$ cat src/rtl/bss_frame_sequencer_if.sv
// Byte-stream input and register-bank write bus of the frame sequencer.
// master drives the raw byte stream; slave is the sequencer itself.
interface bss_frame_sequencer_if;
  logic [7:0]  rx_data;
  logic        rx_valid;
  logic        rx_ready;
  logic [7:0]  data_out;
  logic [12:0] wr_strobe;
  logic        busy;
  logic        frame_done;
  logic        frame_err;

  modport master (
    output rx_data, rx_valid,
    input  rx_ready, data_out, wr_strobe, busy, frame_done, frame_err
  );

  modport slave (
    input  rx_data, rx_valid,
    output rx_ready, data_out, wr_strobe, busy, frame_done, frame_err
  );
endinterface

$ cat src/rtl/bss_frame_sequencer.sv
// Decodes STX..ETX frames (ESC substitution, XOR checksum), buffers the 13-byte
// body, then replays it into the message register bank one strobe at a time.
module bss_frame_sequencer #(
  parameter int unsigned SETUP_CYC  = 1,
  parameter int unsigned STROBE_CYC = 1,
  parameter int unsigned TIMEOUT    = 0
) (
  input logic                  clk,
  input logic                  rst_n,
  bss_frame_sequencer_if.slave bus
);

  localparam logic [7:0] STX = 8'h02;
  localparam logic [7:0] ETX = 8'h03;
  localparam logic [7:0] ACK = 8'h06;
  localparam logic [7:0] NAK = 8'h15;
  localparam logic [7:0] ESC = 8'h1B;

  typedef enum logic [2:0] {
    S_IDLE, S_BODY, S_ESC, S_SETUP, S_STROBE, S_DONE
  } state_t;

  state_t      state, state_n;
  logic [7:0]  body_buf [0:13];
  logic [3:0]  idx;
  logic [7:0]  xsum;
  logic [3:0]  ri, ri_n;
  logic [31:0] cnt, cnt_n;
  logic [31:0] tcnt;
  logic        frame_err_q;

  logic        acc, in_frame, replaying, timeout_hit;
  logic        store, clr, err;
  logic [7:0]  dec;

  assign replaying   = (state == S_SETUP) || (state == S_STROBE);
  assign in_frame    = (state == S_BODY) || (state == S_ESC);
  assign acc         = bus.rx_valid && bus.rx_ready;
  assign timeout_hit = (TIMEOUT != 0) && in_frame && !acc && (tcnt == TIMEOUT);

  assign bus.rx_ready   = !replaying;
  assign bus.busy       = in_frame || replaying;
  assign bus.frame_done = (state == S_DONE);
  assign bus.frame_err  = frame_err_q;

  always_comb begin
    bus.data_out  = replaying ? body_buf[ri] : '0;
    bus.wr_strobe = (state == S_STROBE) ? (13'd1 << ri) : '0;
  end

  always_comb begin
    state_n = state;
    ri_n    = ri;
    cnt_n   = cnt;
    store   = 1'b0;
    clr     = 1'b0;
    err     = 1'b0;
    dec     = bus.rx_data;
    case (state)
      S_IDLE, S_DONE: begin
        // DONE already reopens the input, so a byte accepted there is handled as in IDLE.
        state_n = S_IDLE;
        if (acc && bus.rx_data == STX) begin
          state_n = S_BODY;
          clr     = 1'b1;
        end
      end
      S_BODY: begin
        if (timeout_hit) begin
          err     = 1'b1;
          state_n = S_IDLE;
        end else if (acc) begin
          if (bus.rx_data == STX) begin
            err = 1'b1;
            clr = 1'b1;
          end else if (idx == 4'd14) begin
            // Only once body and checksum are in is 0x03 the terminator; before that it is data.
            err     = !(bus.rx_data == ETX && body_buf[13] == xsum);
            state_n = err ? S_IDLE : S_SETUP;
            ri_n    = '0;
            cnt_n   = '0;
          end else if (bus.rx_data == ACK || bus.rx_data == NAK) begin
            err     = 1'b1;
            state_n = S_IDLE;
          end else if (bus.rx_data == ESC) begin
            state_n = S_ESC;
          end else begin
            store = 1'b1;
          end
        end
      end
      S_ESC: begin
        if (timeout_hit) begin
          err     = 1'b1;
          state_n = S_IDLE;
        end else if (acc) begin
          if (bus.rx_data == STX) begin
            err     = 1'b1;
            clr     = 1'b1;
            state_n = S_BODY;
          end else if (bus.rx_data inside {8'h82, 8'h83, 8'h86, 8'h95, 8'h9B}) begin
            dec     = bus.rx_data - 8'h80;
            store   = 1'b1;
            state_n = S_BODY;
          end else begin
            err     = 1'b1;
            state_n = S_IDLE;
          end
        end
      end
      S_SETUP: begin
        if (cnt == SETUP_CYC - 1) begin
          cnt_n   = '0;
          state_n = S_STROBE;
        end else begin
          cnt_n = cnt + 32'd1;
        end
      end
      S_STROBE: begin
        if (cnt == STROBE_CYC - 1) begin
          cnt_n = '0;
          if (ri == 4'd12) begin
            state_n = S_DONE;
          end else begin
            ri_n    = ri + 4'd1;
            state_n = S_SETUP;
          end
        end else begin
          cnt_n = cnt + 32'd1;
        end
      end
      default: state_n = S_IDLE;
    endcase
  end

  always_ff @(posedge clk or negedge rst_n) begin
    if (!rst_n) begin
      state       <= S_IDLE;
      idx         <= '0;
      xsum        <= '0;
      ri          <= '0;
      cnt         <= '0;
      tcnt        <= '0;
      frame_err_q <= 1'b0;
    end else begin
      state       <= state_n;
      ri          <= ri_n;
      cnt         <= cnt_n;
      frame_err_q <= err;
      if (clr) begin
        idx  <= '0;
        xsum <= '0;
      end else if (store) begin
        idx <= idx + 4'd1;
        if (idx < 4'd13) xsum <= xsum ^ dec;
      end
      if (acc || !in_frame) tcnt <= '0;
      else                  tcnt <= tcnt + 32'd1;
    end
  end

  always_ff @(posedge clk) begin
    if (store) body_buf[idx] <= dec;
  end

endmodule

$ cat src/flat_wrapper.sv
// flat-port wrapper written by rule: the top's interface ports become plain ports
module bss_frame_sequencer_flat 
#(
  parameter int unsigned SETUP_CYC  = 1,
  parameter int unsigned STROBE_CYC = 1,
  parameter int unsigned TIMEOUT    = 0
)
  (clk, rst_n, bus_rx_data, bus_rx_valid, bus_rx_ready, bus_data_out, bus_wr_strobe, bus_busy, bus_frame_done, bus_frame_err);
  bss_frame_sequencer_if bus_i ();
  input logic clk;
  input logic rst_n;
  input wire logic [$bits(bus_i.rx_data)-1:0] bus_rx_data;
  input wire logic [$bits(bus_i.rx_valid)-1:0] bus_rx_valid;
  output wire logic [$bits(bus_i.rx_ready)-1:0] bus_rx_ready;
  output wire logic [$bits(bus_i.data_out)-1:0] bus_data_out;
  output wire logic [$bits(bus_i.wr_strobe)-1:0] bus_wr_strobe;
  output wire logic [$bits(bus_i.busy)-1:0] bus_busy;
  output wire logic [$bits(bus_i.frame_done)-1:0] bus_frame_done;
  output wire logic [$bits(bus_i.frame_err)-1:0] bus_frame_err;
  assign bus_i.rx_data = bus_rx_data;
  assign bus_i.rx_valid = bus_rx_valid;
  assign bus_rx_ready = bus_i.rx_ready;
  assign bus_data_out = bus_i.data_out;
  assign bus_wr_strobe = bus_i.wr_strobe;
  assign bus_busy = bus_i.busy;
  assign bus_frame_done = bus_i.frame_done;
  assign bus_frame_err = bus_i.frame_err;
  bss_frame_sequencer #(.SETUP_CYC(SETUP_CYC), .STROBE_CYC(STROBE_CYC), .TIMEOUT(TIMEOUT)) u_core (.clk(clk), .rst_n(rst_n), .bus(bus_i));
endmodule
$ cat config.mk
export PLATFORM = sky130hd
export DESIGN_NAME = bss_frame_sequencer_flat
export DESIGN_NICKNAME = d
export VERILOG_FILES = /design/src/rtl/bss_frame_sequencer_if.sv /design/src/rtl/bss_frame_sequencer.sv /design/src/flat_wrapper.sv
export SDC_FILE = /design/constraint.sdc
export NUM_CORES = 1
export LEC_CHECK = 0
export ABC_AREA = 1
export CAP_MARGIN = 20
export CORE_ASPECT_RATIO = 0.7
export CORE_MARGIN = 5
export CORE_UTILIZATION = 59
export CTS_CLUSTER_DIAMETER = 200
export CTS_CLUSTER_SIZE = 12
export DETAILED_ROUTE_END_ITERATION = 8
export GPL_TIMING_DRIVEN = 0
export PLACE_DENSITY_LB_ADDON = 0.12
export SETUP_SLACK_MARGIN = 0.5
export SLEW_MARGIN = 20
export SYNTH_ARGS = -nofsm -noshare
export SYNTH_HDL_FRONTEND = slang
export SYNTH_SLANG_ARGS = --single-unit
$ cat constraint.sdc
create_clock -name clk -period 4 [get_ports clk]
set_input_delay 0.4 -clock clk [delete_from_list [all_inputs] [get_ports clk]]
set_output_delay 0.4 -clock clk [all_outputs]
set_load 0.05 [all_outputs]
==> flow_metrics.env <==
export IMPL_status="completed"
export IMPL_yosysSeqAreaShare=0.5649
export IMPL_dr_pass1_iters=8
export IMPL_numCtsBuffers=17
export IMPL_criticalPathCategory="reg -> out"
export IMPL_clock_skew_final_ps=6.980
export IMPL_ff2ff_path_depth=11
export IMPL_clk_latency_ps=440
export IMPL_grt_max_degree=53
export IMPL_cp_cell_sequence="clkbuf_1 -> clkbuf_1 -> o21ai_0 -> o22ai_1 -> nand2_1 -> a31oi_1 -> clkdlybuf4s50_1"
export IMPL_antenna_diode_count=0
export IMPL_drive_gt1_frac=0.08475
export IMPL_p_per_area_nw_per_um2=668.2
export IMPL_die_height_um=109.0
export IMPL_worst_path_stages=7
export IMPL_grt_pass1_wl_mm=35.85
export IMPL_relSlewSlack=0.2693
export IMPL_wl_mm=22.82
export IMPL_r2r_start="u_core.idx[0]$_DFFE_PN0P_"
export IMPL_postCtsHoldBufs=0
export IMPL_grt_pass1_vias=6423
export IMPL_cp_top_family="buffers and inverters"
export IMPL_drt_iter0_drc=993
export IMPL_initial_core_util=0.5971
export IMPL_slowest_stage="clkdlybuf4s50_1"
export IMPL_core_rowCount=36
export IMPL_synth_most_common_cell="nand2_1"
export IMPL_synthTopCellsByCount="nand2_1 (153), nor2_1 (142), edfxtp_1 (112)"
export IMPL_crit_top_cell="clkbuf_1"
export IMPL_hp_class="in -> async"
export IMPL_root_buffer="clkbuf_16"
export IMPL_period_needed_ps=3571
export IMPL_vias_per_cell=5.918
export IMPL_regToRegSetupSlack_ps=1270
export IMPL_drc=0
export IMPL_end_kind="output pin"
export IMPL_final_nets=955
export IMPL_cts_buffer_depth=2
export IMPL_r2r_end="u_core.body_buf[9][1]$_DFFE_PP_"
export IMPL_tns_ps=0
export IMPL_grtUsageTotal=0.2955
export IMPL_area_growth_pct=14.49
export IMPL_vias=6711
export IMPL_pin_count=36
export IMPL_rsz0062_at_grt="true"
export IMPL_htree_num_levels=4
export IMPL_grt_overflow=0
export IMPL_max_stage_delay_ps=820
export IMPL_leakage_nw=3.685
export IMPL_ys_types=44
export IMPL_critPathLaunchType="flop"
export IMPL_core_region_area_um2=13830
export IMPL_arrival_ps=3170
export IMPL_synth_area_per_cell_um2=9.415
export IMPL_wire_per_inst_um=20.13
export IMPL_worst_pin_slew_ps=1086
export IMPL_worst_path_buf_inv=3
export IMPL_cp_max_fo=10
export IMPL_yosys_top_cells_area="edfxtp_1 (41%), dfrtp_1 (16%), nand2_1 (7.0%)"
export IMPL_dieArea_um2=16500
export IMPL_synth_top_area_frac=0.4073
export IMPL_synth_flop_cell="edfxtp_1"
export IMPL_clk_pin_slew_worst_paths_ps=60
export IMPL_post_cts_setup_buffers=0
export IMPL_io_buffers=35
export IMPL_synth_warning_count=0
export IMPL_setup_violations=0
export IMPL_netlist_area_um2=8257
export IMPL_fmax_mhz=280.0
export IMPL_synth_area_leader_cell="edfxtp_1"
export IMPL_synthArstFlopShare=0.3171
export IMPL_cts_num_sinks=164
export IMPL_ant_nets=0
export IMPL_final_period_utilization=0.8928
export IMPL_power_w=0.006316
export IMPL_antenna_found_initial=0
export IMPL_crit_required_ps=3600
export IMPL_gp_routability_congestion=1.055
export IMPL_ir_worst_vdd_v=0.0003627
export IMPL_synth_fp_nets=901
export IMPL_synth_edf_count=112
export IMPL_hpwl_mm=16.11
export IMPL_dieWidth_um=151.4
export IMPL_maxCapViolCount=0
export IMPL_drv_slew=0
export IMPL_hold_viol_final=0
export IMPL_synth_seq_cells=164
export IMPL_cts_tree="built"
export IMPL_syn_inst=877
## flip-flops by register name (all words and copies together), names as in the netlist
register	cells
u_core.ri	4
u_core.cnt	32
u_core.xsum	8
u_core.bus.frame_err	1
u_core.state	3
u_core.body_buf	112
u_core.idx	4
## how the worst max path moves through the flow
stage	to	slack, ps	startpoint
global placement	u_core.body_buf[9][1]$_DFFE_PP_	510	bus_rx_data[1]
global route	bus_data_out[1]	260	u_core.ri[0]$_DFFE_PN0P_
floorplan	u_core.ri[0]$_DFFE_PN0P_	1020	u_core.ri[0]$_DFFE_PN0P_
finish	bus_data_out[1]	430	u_core.ri[0]$_DFFE_PN0P_
detailed placement	u_core.body_buf[9][3]$_DFFE_PP_	450	bus_rx_data[1]
CTS	bus_data_out[7]	330	u_core.ri[0]$_DFFE_PN0P_
## report_power, final
| part | leakage [nW] | switching, W | total [W] | internal [W] |
|---|---|---|---|---|
| sequential | 1.71 | 0.000260 | 0.00231 | 0.00205 |
| combinational | 1.70 | 0.00165 | 0.00236 | 0.000711 |
| clock | 0.283 | 0.000713 | 0.00165 | 0.000934 |
| total | 3.68 | 0.00262 | 0.00632 | 0.00369 |
## routing by layer
metal  track usage  part of all wire  vias up
met2        0.3902              0.41      392
met4       0.08150             0.013        0
met1        0.4523              0.45     3179
met5       0.01875                 0        -
met3        0.1101              0.13       24
li1              -                 -     3116
## layout by cell type (no fill, tap or decap), types with 5 or more instances in the layout
cell	instances
nand2_1	153
nor2_1	141
edfxtp_1	112
inv_1	75
o21ai_0	73
dfrtp_1	52
o22ai_1	38
xor2_1	35
nor3_1	34
nand3_1	31
clkdlybuf4s50_1	25
nand4_1	22
clkbuf_16	17
ha_1	13
clkbuf_1	11
inv_2	8
a31oi_1	8
clkinv_4	6
clkbuf_2	5
o22ai_2	5
## area by class of cell
class,instances,area (um^2)
timing repair buffer,35,351.6
clock buffer,17,425.4
fill,1067,4375
clock inverter,15,172.7
multi-input combinational,600,3127
buffer,28,150.1
sequential,164,4664
tap,190,237.7
inverter,85,324.1
## per-stage QoR
stage	cells	hold slack, ps	cell area (um^2)	util	setup WS, ps
after global placement	1102	526.9	8845	0.6396	514.6
after floorplan	877	104.4	8257	-	1016
final	1134	7.880	9453	0.6836	428.9
after global routing	1134	69.66	9453	0.6836	257.5
after CTS	1134	30.05	9439	0.6826	333.3
after detailed placement	1102	500.4	8842	0.6394	453.4
## repair_timing
item,4_1_cts,5_1_grt
endpoints found under the hold margin,0,0
endpoints found under the setup margin,10,11
resized for setup,9,11
## kinds of logic (layout without fill, tap and decap cells)
family | count (synthesis) | in the layout | share of synthesized area
adder cells (fa/ha/maj) | 13 | 13 | 0.01970
AND/OR/NAND/NOR | 405 | 405 | 0.2149
buffers and inverters | 113 | 180 | 0.05667
AO/OA/AOI/OAI | 144 | 144 | 0.1035
flip-flops | 164 | 164 | 0.5649
XOR/XNOR | 38 | 38 | 0.04031
No activity file was read; power rests on OpenSTA's default activity.
